**config.mk**
```make
export PLATFORM = sky130hd
export DESIGN_NAME = spi_master_parallel
export DESIGN_NICKNAME = d
export VERILOG_FILES = /design/src/rtl/spi_pkg.sv /design/src/rtl/spi_master_parallel.sv
export SDC_FILE = /design/constraint.sdc
export NUM_CORES = 1
export LEC_CHECK = 0
export CORE_AREA = 10 10 115 117
export DETAILED_ROUTE_END_ITERATION = 10
export DIE_AREA = 0 0 125 127
export GPL_TIMING_DRIVEN = 1
export HOLD_SLACK_MARGIN = 0.15
export PLACE_DENSITY = 0.8
export RECOVER_POWER = 100
export SLEW_MARGIN = 20
export SYNTH_ARGS = -nofsm -noshare
export SYNTH_HDL_FRONTEND = slang
export SYNTH_SLANG_ARGS = --single-unit
```
**constraint.sdc**
```tcl
create_clock -name i_clk -period 1.8 [get_ports i_clk]
set_clock_uncertainty 0.15 [all_clocks]
set_input_delay 0.36 -clock i_clk [delete_from_list [all_inputs] [get_ports i_clk]]
set_output_delay 0.36 -clock i_clk [all_outputs]
set_load 0.01 [all_outputs]
```
**src/rtl/spi_pkg.sv**
```systemverilog
// Definitions shared by both ends of the word-parallel SPI link:
// state encodings, the SPI mode constants and a constant-friendly clog2.
package spi_pkg;

    // Mode 0: SCLK idles low, data is captured on the rising edge.
    localparam logic CPOL = 1'b0;
    localparam logic CPHA = 1'b0;

    typedef enum logic [1:0] {
        IDLE = 2'd0,
        LOW  = 2'd1,
        HIGH = 2'd2,
        HOLD = 2'd3
    } state_t;

    function automatic int clog2(input int value);
        int result;
        int rem;
        result = 0;
        rem    = value - 1;
        while (rem > 0) begin
            result = result + 1;
            rem    = rem >> 1;
        end
        return result;
    endfunction

endpackage

```
**src/rtl/spi_master_parallel.sv**
```systemverilog
// Word-parallel SPI initiator, mode 0. Host words offered back to back are
// sent as one burst under a single CS assertion, one word per SCLK period.
module spi_master_parallel
    import spi_pkg::*;
#(
    parameter int NB_BITS     = 32,
    parameter int HALF_PERIOD = 4
) (
    input  logic               i_clk,
    input  logic               i_rst,
    input  logic [NB_BITS-1:0] i_data,
    input  logic               i_valid,
    output logic               o_ready,
    output logic               o_cs,
    output logic               o_SCLK,
    output logic [NB_BITS-1:0] o_MOSI,
    input  logic [NB_BITS-1:0] i_MISO,
    output logic [NB_BITS-1:0] o_data,
    output logic               o_rx_valid,
    output logic               o_busy
);

    localparam int CNT_W = (clog2(HALF_PERIOD) > 0) ? clog2(HALF_PERIOD) : 1;
    localparam logic [CNT_W-1:0] CNT_LAST = CNT_W'(HALF_PERIOD - 1);

    state_t             state;
    logic [CNT_W-1:0]   cnt;
    logic               pend;
    logic [NB_BITS-1:0] pend_word;
    logic               last;
    logic               handshake;

    assign last = (cnt == CNT_LAST);

    // Gated by reset so the first accept can only happen after release.
    // A word is taken in IDLE, or during HIGH into the one-deep pend slot.
    assign o_ready   = i_rst & ((state == IDLE) | ((state == HIGH) & ~pend));
    assign handshake = i_valid & o_ready;
    assign o_busy    = (state != IDLE);

    // NOTE: every register uses non-blocking assignment so all decisions in
    // one edge see the pre-edge state; datapath registers are reset as well,
    // so an aborted burst leaves o_MOSI and o_data at a known zero.
    always_ff @(posedge i_clk or negedge i_rst) begin
        if (!i_rst) begin
            state      <= IDLE;
            cnt        <= '0;
            pend       <= 1'b0;
            pend_word  <= '0;
            o_cs       <= 1'b0;
            o_SCLK     <= CPOL;
            o_MOSI     <= '0;
            o_data     <= '0;
            o_rx_valid <= 1'b0;
        end else begin
            o_rx_valid <= 1'b0;
            case (state)
                IDLE: begin
                    cnt <= '0;
                    if (i_valid) begin
                        o_MOSI <= i_data;
                        o_cs   <= 1'b1;
                        state  <= LOW;
                    end
                end

                LOW: begin
                    if (last) begin
                        o_SCLK     <= ~CPOL;
                        o_data     <= i_MISO;
                        o_rx_valid <= 1'b1;
                        cnt        <= '0;
                        state      <= HIGH;
                    end else begin
                        cnt <= cnt + 1'b1;
                    end
                end

                HIGH: begin
                    if (last) begin
                        o_SCLK <= CPOL;
                        cnt    <= '0;
                        // A word accepted on this very cycle continues the burst too.
                        if (pend || handshake) begin
                            o_MOSI <= pend ? pend_word : i_data;
                            pend   <= 1'b0;
                            state  <= LOW;
                        end else begin
                            state <= HOLD;
                        end
                    end else begin
                        cnt <= cnt + 1'b1;
                        if (handshake) begin
                            pend_word <= i_data;
                            pend      <= 1'b1;
                        end
                    end
                end

                HOLD: begin
                    // Keeps CS up across the slave's final falling-edge reload.
                    if (last) begin
                        o_cs  <= 1'b0;
                        cnt   <= '0;
                        state <= IDLE;
                    end else begin
                        cnt <= cnt + 1'b1;
                    end
                end
            endcase
        end
    end

endmodule

```
---- Word-level counts from Yosys, hierarchy flattened ----
Cells that the tools add are included.
Widths: inputs -> output; s select.
operators by class
  add/sub/neg operators ................... 1
  multiply operators ...................... 0
  div/mod/pow operators ................... 0
  $lt $le $gt $ge ......................... 0
  equality and inequality tests ........... 10
  shift-type cells ........................ 0
  mux-type cells .......................... 23
  bitwise gates (word level) .............. 6
  reduce and logical (&&, ||, !) cells .... 15
operators with widths
  kind                 count
  $mux 32              4
  $pmux 32 s2          1
  $mux 2               6
  $reduce_and 3->1     4
  $reduce_bool 2->1    5
  $mux 1               8
  $ne 2x2->1 const B   4
  $pmux 2 s4           1
  $reduce_and 4->1     2
  $eq 2x2->1 const B   3
  $ne 2x1->1 const B   2
  $pmux 1 s2           2
  $pmux 2 s2           1
  $and 1x1->1          3
  $reduce_or 3->1      1
  $add 2x1->2 const B  1
  $eq 2x1->1 const B   1
  $logic_not 2->1      1
  $not 1->1            2
  $reduce_and 2->1     1
  $logic_or 1x1->1     1
  $or 1x1->1           1
word-level totals
  register bits ........................... 104
  bits in latches ......................... 0
  memory bits (writable) .................. 0
  memory bits (read-only) ................. 0
  input port bits ......................... 67
  output and inout bits ................... 69
  logic and storage cells ................. 64
  memories ................................ 0

---- Longest topological paths before layout ----
Gate-level depths: netlist of the first run.
  word-level depth ........................ 9
  mapped depth ............................ 6
  mapped depth without buffers ............ 4

---- Worst setup path before layout of the first run ----
No wires, ideal clock.
  path kind ............................... reg-to-reg
  start point ............................. register cnt[0]
  end point ............................... register pend_word[10]
  setup time .............................. 0.125 ns
  arrival ................................. 1.696 ns
  required time ........................... 1.525 ns
  path slack .............................. -0.171 ns
  stages on the path, launching flop included .. 6
  path buffers ............................ 2
  period minus slack after synthesis ...... 1.971 ns
  cell sequence ........................... dfrtp_1 -> ha_1 -> or4b_1 -> buf_6 -> buf_12 -> mux2_4
between the ends
  cells in the longest elaborated chain, start to end .. 3
ends and longest elaborated chain
  item                               RTL line                    source
  start: declaration                 spi_master_parallel.sv:27   logic [CNT_W-1:0] cnt;
  start signal: assignment           spi_master_parallel.sv:75   cnt <= cnt + 1'b1;
  start signal: assignment           spi_master_parallel.sv:92   cnt <= cnt + 1'b1;
  start signal: assignment           spi_master_parallel.sv:107  cnt <= cnt + 1'b1;
  $eq 2x2->1                         spi_master_parallel.sv:33   assign last = (cnt == CNT_LAST);
  $not 1->1 (no source line)         --
  $reduce_and 3->1 (no source line)  --
  end signal: assignment             spi_master_parallel.sv:94   pend_word <= i_data;
  end: declaration                   spi_master_parallel.sv:29   logic [NB_BITS-1:0] pend_word;
No other way between the ends.
A chain may end at the register's enable or synchronous reset.

---- Final worst setup path of the first run ----
  start point ............................. register state[0]
  end point ............................... register pend_word[27]
between the ends
  cells in the longest elaborated chain, start to end .. 6
  elaborated cells on any way between the ends .. 7
  classes of those cells .................. eq/ne (1); bitwise (4); reduce/logical (2)
ends and longest elaborated chain
  item                                   RTL line                                              source
  start: declaration                     spi_master_parallel.sv:26                             state_t state;
  start signal: assignment               spi_master_parallel.sv:46                             state <= IDLE;
  start signal: assignment               spi_master_parallel.sv:63                             state <= LOW;
  start signal: assignment               spi_master_parallel.sv:73                             state <= HIGH;
  $eq 2x2->1                             spi_master_parallel.sv:37, spi_master_parallel.sv:57
  $and 1x1->1                            spi_master_parallel.sv:37                             assign o_ready = i_rst & ((state == IDLE) | ((state == HIGH) & ~pend));
  $or 1x1->1                             spi_master_parallel.sv:37
  $and 1x1->1                            spi_master_parallel.sv:37
  $and 1x1->1                            spi_master_parallel.sv:38                             assign handshake = i_valid & o_ready;
  $reduce_and 3->1 (no source line) (*)  --
Mark *: on every way between the ends. The rest lies on a longest branch, timed or not.

==> flow_summary.toml, run 1 <==
[pwr]
p_switching_mw = 3.38
seqPwrFrac_pct = 35.5
pwr-share-comb_pct = 45.8
clock_power_share_pct = 18.6
cellPowerDensity_nw_per_um2 = 1690
vdd_drop_max_uv = 1120
leakage_nw = 3.21
p_int_mw = 8.39
p_sw_share_pct = 28.7

[global_routing]
grt_pass1_wl_mm = 17.6
grtUsageTotal_pct = 13.6
grt_max_degree = 73
antenna_found_initial = 1
grt_pass1_vias = 3269
overflow = 0

[synthesis]
ys_seq_area_share_pct = 58.0
synthXorXnorAreaFrac_pct = 0
synthSimpleGateAreaFrac_pct = 2.23
synth_nets = 347
yosysWarnings = 0
synth_top_family_by_area = "multiplexers"
netlist_instances = 279
synth_fa_ha_area_share_pct = 0.279
avgSynthCellArea_um2 = 16.1
synth_compound_area_share_pct = 1.53
synth_cell_types = 27
synth_area_um2 = 4490
synthMuxAreaShare_pct = 34.8
yosys_register_bits = 104

[setup_path]
end_kind = "flop"
cp.arrival_ps = 2030
path_class = "flop to flop"
crit_end = "pend_word[27]$_DFFE_PN0P_"
path_max_fanout = 22
reg2reg_to = "pend_word[27]$_DFFE_PN0P_"
critical_path_required_ps = 1880
r2r_slack_ps = -150
worst_r2r_path_depth = 5
crit_start = "state[0]$_DFFE_PN0P_"
critPathLaunchType = "flop"
worst_r2r_startpoint = "state[0]$_DFFE_PN0P_"

[cells_and_area]
area_growth_pct = 55.0
post-route-cell-area_um2 = 6960
n_antenna_cell = 0
drive_gt1_share_pct = 43.0
final_nets = 524
post-route-util_pct = 62.5

[min_path]
holdCritPathClass = "primary input to asynchronous set/reset pin"

[run]
max_cap_viol_count = 0

[timing]
max-slew-margin-rel_pct = 34.6
rsz0062_at_grt = "yes"
setup_violations = 84
hold_viol = 0
fmax_mhz = 512
worst_pin_slew_ps = 981
post-route-period-util_pct = 108
setup_slack_ps = -151
timing_max_transition_violations_final = 0
layout_min_cycle_time_ps = 1950

[floorplanning]
core_area_um2 = 11100
start_util_pct = 40.3
dieWidth_um = 125
io_pins = 136
die_area_um2 = 15900
num_rows = 39
dieHeight_um = 127

[drt]
ant_nets = 0
drc = 0
via_per_inst = 4.86
routedWlPerCell_um = 19.5
wirelength_mm = 11.8
drt_iter0_markers = 124
num_vias = 2936
firstDrtPassIters = 6

[cts]
cts_buffers = 9
clk_latency_ps = 340
htreeDepth = 3
cts_tree = "yes"
cts_root_buf = "clkbuf_16"
clkSlewWorstSetupHoldPaths_ps = 70
numClockSinks = 104
clk_path_buf_depth = 2

[placement]
io_buffers = 135
dp_hpwl_mm = 7.57
place_congestion = 0.738
postPlaceCellArea_um2 = 6100

[status]
violations = "setup timing"
status = "finished with violations"
==> metrics by stage <==
step / hold WS, ps / TNS (ps) / setup WS [ps] / instances / total power [mW]
final: 331 / -8680 / -151 / 604 / 11.8
after CTS: 242 / -7380 / -168 / 584 / 11.3
after floorplan: -85.6 / -2590 / -86.4 / 279 / 6.54
after global placement: 317 / -37140 / -670 / 560 / 8.70
after detailed placement: 330 / -39390 / -700 / 560 / 8.89
after global routing: 368 / -13450 / -198 / 604 / 12.4
==> per-layer routing <==
layer / vias to the layer above / global-route usage (%) / part of all wire [%]
li1: 1342 / - / -
met1: 1496 / 14.9 / 40
met2: 85 / 23.1 / 51
met3: 11 / 6.24 / 7.5
met4: 2 / 4.07 / 0.83
met5: - / 0 / 0.060
==> worst min path at each step <==
| stage | startpoint | to | depth (start not counted) |
|---|---|---|---|
| after floorplan | i_rst | cnt[0]$_DFF_PN0_ | 0 |
| after global placement | cnt[0]$_DFF_PN0_ | cnt[0]$_DFF_PN0_ | 1 |
| after detailed placement | o_MOSI[3]$_DFFE_PN0P_ | o_MOSI[3]$_DFFE_PN0P_ | 1 |
| after CTS | i_rst | pend_word[27]$_DFFE_PN0P_ | 3 |
| after global routing | o_data[19]$_DFFE_PN0P_ | o_data[19]$_DFFE_PN0P_ | 1 |
| final | i_rst | pend_word[5]$_DFFE_PN0P_ | 3 |
==> registers in the layout, indices dropped and copies added, names as in the netlist <==
| register | cells |
|---|---|
| o_MOSI | 32 |
| o_data | 32 |
| pend_word | 32 |
| cnt | 2 |
| state | 2 |
| o_SCLK | 1 |
| o_cs | 1 |
| o_rx_valid | 1 |
| pend | 1 |
==> placed cells by master (no fill, tap or decap), types with 2 or more instances in the layout <==
master,n
dfrtp_1,104
clkdlybuf4s50_1,102
mux2_4,71
mux2_2,57
clkdlybuf4s25_1,16
buf_4,16
clkbuf_16,15
buf_6,14
clkbuf_1,13
nand2_1,5
buf_12,5
o21ai_0,3
bufinv_16,3
dlygate4sd2_1,3
nor2b_1,2
inv_1,2
a21oi_1,2
clkinv_2,2
buf_16,2
==> synth_stat cells <==
| library cell | instances | area, um2 |
|---|---|---|
| or2_2 | 1 | 6.26 |
| nor3b_1 | 1 | 7.51 |
| or4b_1 | 1 | 10.0 |
| a221oi_2 | 1 | 15.0 |
| and2_1 | 1 | 6.26 |
| ha_1 | 1 | 12.5 |
| nor2_1 | 1 | 3.75 |
| clkbuf_1 | 3 | 11.3 |
| nand3b_1 | 1 | 7.51 |
| nand2b_1 | 1 | 6.26 |
| dfrtp_1 | 104 | 2600 |
| nor2b_4 | 1 | 13.8 |
| mux2_2 | 97 | 1090 |
| mux2_4 | 30 | 450 |
| buf_2 | 7 | 35.0 |
| mux2i_1 | 1 | 10.0 |
| o21ai_0 | 3 | 15.0 |
| nand2_1 | 7 | 26.3 |
| a31oi_1 | 1 | 6.26 |
| inv_1 | 3 | 11.3 |
| a211oi_1 | 2 | 15.0 |
| a21oi_1 | 2 | 10.0 |
| a21o_1 | 1 | 7.51 |
| buf_12 | 3 | 60.1 |
| mux2_1 | 1 | 11.3 |
| nor2b_1 | 2 | 12.5 |
| buf_6 | 2 | 22.5 |
==> timing repair <==
| action | in CTS | in global routing |
|---|---|---|
| setup endpoints to repair | 100 | 119 |
| resized for setup | 32 | 81 |
| pin swaps | 1 | 3 |
| setup buffers | 4 | 12 |
| gates cloned | 3 | 9 |
| hold buffers | 1 | 0 |
| hold endpoints to repair | 32 | 0 |
==> power by group through the flow <==
stage               registers [mW]  clock network, mW  logic, mW
floorplan                     4.44                  0       2.10
global placement              4.12                  0       4.58
detailed placement            4.17                  0       4.72
CTS                           4.15               2.26       4.90
global route                  4.33               2.36       5.75
finish                        4.18               2.19       5.39
==> area by class of cell <==
class / instances / area, um2
Fill cell: 855 / 4170
Sequential cell: 104 / 2600
Multi-Input combinational cell: 157 / 1950
Timing Repair Buffer: 181 / 1880
Clock buffer: 10 / 229
Tap cell: 143 / 179
Clock inverter: 6 / 108
Inverter: 3 / 13.8
==> logic make-up after synthesis <==
kind of cell / count (synthesis)
and+or+nand+nor: 17
AOI/OAI and AO/OA: 10
buffers and inverters: 18
muxes: 129
adders and majority gates: 1
DFF: 104
==> critical path, cell delays in order, from the launching register on <==
cell and delay [ps]:
dfrtp_1 390, buf_6 120, nor2b_4 110, or4b_4 540, buf_12 210, mux2_4 310
Power figures use the tool's default switching activity.
==> inputs of run 2 (changes only) <==
--- a/config.mk
+++ b/config.mk
@@ -5,13 +5,15 @@
 export SDC_FILE = /design/constraint.sdc
 export NUM_CORES = 1
 export LEC_CHECK = 0
-export CORE_AREA = 10 10 115 117
+export CORE_AREA = 10 10 100 102
 export DETAILED_ROUTE_END_ITERATION = 10
-export DIE_AREA = 0 0 125 127
+export DIE_AREA = 0 0 110 112
+export DONT_BUFFER_PORTS = 1
 export GPL_TIMING_DRIVEN = 1
 export HOLD_SLACK_MARGIN = 0.15
 export PLACE_DENSITY = 0.8
 export RECOVER_POWER = 100
+export SKIP_LAST_GASP = 1
 export SLEW_MARGIN = 20
 export SYNTH_ARGS = -nofsm -noshare
 export SYNTH_HDL_FRONTEND = slang
==> run 2 against run 1 <==
Effect of this change:
- the run ends with hold timing, setup timing left
- critical endpoint is now pend_word[28]$_DFFE_PN0P_
- cell count fell by 19%
- first-iteration DRC count fell by 1.6%
- wire length fell by 0.82%
- highest routed layer is now met4
- register-to-register slack got worse by 50 ps
==> flow_summary.toml, run 2 (synthesis gave the netlist of run 1 again) <==
[cts]
clkSlewWorstSetupHoldPaths_ps = 100
clk_path_buf_depth = 2
clk_latency_ps = 350
htreeDepth = 3
cts_root_buf = "clkbuf_8"
numClockSinks = 104
cts_tree = "yes"
cts_buffers = 9

[timing]
rsz0062_at_grt = "yes"
post-route-period-util_pct = 111
fmax_mhz = 499
max-slew-margin-rel_pct = 75.2
worst_pin_slew_ps = 372
setup_violations = 98
hold_viol = 104
layout_min_cycle_time_ps = 2000
holdWs_ps = -460
setup_slack_ps = -203
timing_max_transition_violations_final = 0

[pwr]
power_mw = 10.2
vdd_drop_max_uv = 964
pwr-share-comb_pct = 35.6
p_switching_mw = 3.16
p_int_mw = 7.08
clock_power_share_pct = 17.8
seqPwrFrac_pct = 46.6
leakage_nw = 2.99
p_sw_share_pct = 30.9
cellPowerDensity_nw_per_um2 = 1650

[setup_path]
critical_path_required_ps = 1880
path_class = "flop to flop"
crit_chain = "ha_4 > buf_4 > or4b_4 > buf_12 > mux2_4"
path_max_fanout = 16
critPathLaunchType = "flop"
slowest_stage = "or4b_4"
end_kind = "flop"
cp.arrival_ps = 2080
worst_r2r_path_depth = 5
cp_slowest_stage_delay_ps = 520

[floorplanning]
dieWidth_um = 110
num_rows = 33
start_util_pct = 55.7
dieHeight_um = 112
die_area_um2 = 12300
core_area_um2 = 8050
io_pins = 136

[cells_and_area]
n_antenna_cell = 0
mostFrequentLayoutCells = "dfrtp_1, mux2_4, dlygate4sd3_1"
post-route-cell-area_um2 = 6190
final_nets = 449
drive_gt1_share_pct = 49.2
layout_commonest_cell = "dfrtp_1"
stdcell_count = 491
area_growth_pct = 37.9
reg.largest.list = "o_MOSI: 32 flops, o_data: 32 flops, pend_word: 32 flops"

[global_routing]
grt_pass1_wl_mm = 16.8
overflow = 0
grt_pass1_vias = 2943
grtUsageTotal_pct = 17.3
antenna_found_initial = 0
grt_max_degree = 109

[placement]
dpl.cell_count = 384
dp_hpwl_mm = 6.30
place_congestion = 0.719
postPlaceCellArea_um2 = 4670
io_buffers = 0

[run]
max_cap_viol_count = 0

[status]
violations = "hold timing, setup timing"
status = "finished with violations"

[drt]
drt_iter0_markers = 122
num_vias = 2667
drc = 0
via_per_inst = 5.43
firstDrtPassIters = 4
ant_nets = 0
routedWlPerCell_um = 23.8
wirelength_mm = 11.7

[min_path]
holdCritPathClass = "primary input to asynchronous set/reset pin"
run 2: cell count changes in the layout (fill, tap and decap cells not counted), moves of 13 or more:
cell,change
clkdlybuf4s25_1,-16
clkbuf_1,-13
mux2_2,-14
clkdlybuf4s50_1,-102
mux2_4,+14
dlygate4sd3_1,+68
run 2: worst paths after layout:
path / start / end / slack [ps]
max in group asynchronous: i_rst / o_data[9]$_DFFE_PN0P_ / 1840
min in group i_clk: i_rst / pend$_DFFE_PN0P_ / 110
worst min register to register: pend_word[2]$_DFFE_PN0P_ / pend_word[2]$_DFFE_PN0P_ / 360
worst max-delay path: cnt[0]$_DFF_PN0_ / pend_word[28]$_DFFE_PN0P_ / -200
worst min-delay path: i_rst / o_MOSI[14]$_DFFE_PN0P_ / -460
worst max register to register: cnt[0]$_DFF_PN0_ / pend_word[28]$_DFFE_PN0P_ / -200
run 2: critical path: cells and delay by family (launching register included):
| family | cells | cell delay, ps |
|---|---|---|
| buffers and inverters | 2 | 310 |
| DFF | 1 | 430 |
| muxes | 1 | 300 |
| adders and majority gates | 1 | 180 |
| and+or+nand+nor | 1 | 520 |
run 2: power by group through the flow:
stage	combinational (mW)	clock, mW	sequential, mW
after floorplan	2.10	0	4.44
after global placement	2.31	0	4.72
after detailed placement	2.45	0	4.74
after CTS	2.98	1.84	4.73
after global routing	3.88	1.97	4.93
final	3.65	1.82	4.77
run 2: metal layers:
layer  up-vias  track usage, %  wire, um
met5         -               0         0
met4         0            4.34       106
met3         9            7.38      1070
met2       102            28.3      6020
met1      1369            20.3      4470
li1       1187               -         -
run 2: timing repair:
action / in CTS / in global routing
hold endpoints to repair: 197 / 109
pin swaps: 2 / 4
hold buffers: 65 / 4
resized for setup: 29 / 53
cloned: 4 / 4
buffers inserted: 9 / 6
endpoints found under the setup margin: 98 / 98
run 2: final cells by class:
class	instances	area, um2
flip-flops and latches	104	2600
clock inverters	4	98.8
well taps	105	131
repair buffers	106	1170
clock buffers	12	165
inverters	3	13.8
fillers	446	1860
multi-input cells	157	2010
run 2: per-stage QoR:
stage	utilization (%)	setup slack (ps)	hold slack (ps)	TNS [ps]
4_1_cts	72.5	-141	-474	-6180
2_1_floorplan	-	-86.4	-85.6	-2590
5_1_grt	76.9	-240	-492	-17080
3_5_place_dp	58.0	-241	-82.3	-11630
6_report	76.9	-203	-460	-12860
3_3_place_gp	58.0	-219	-81.5	-9720
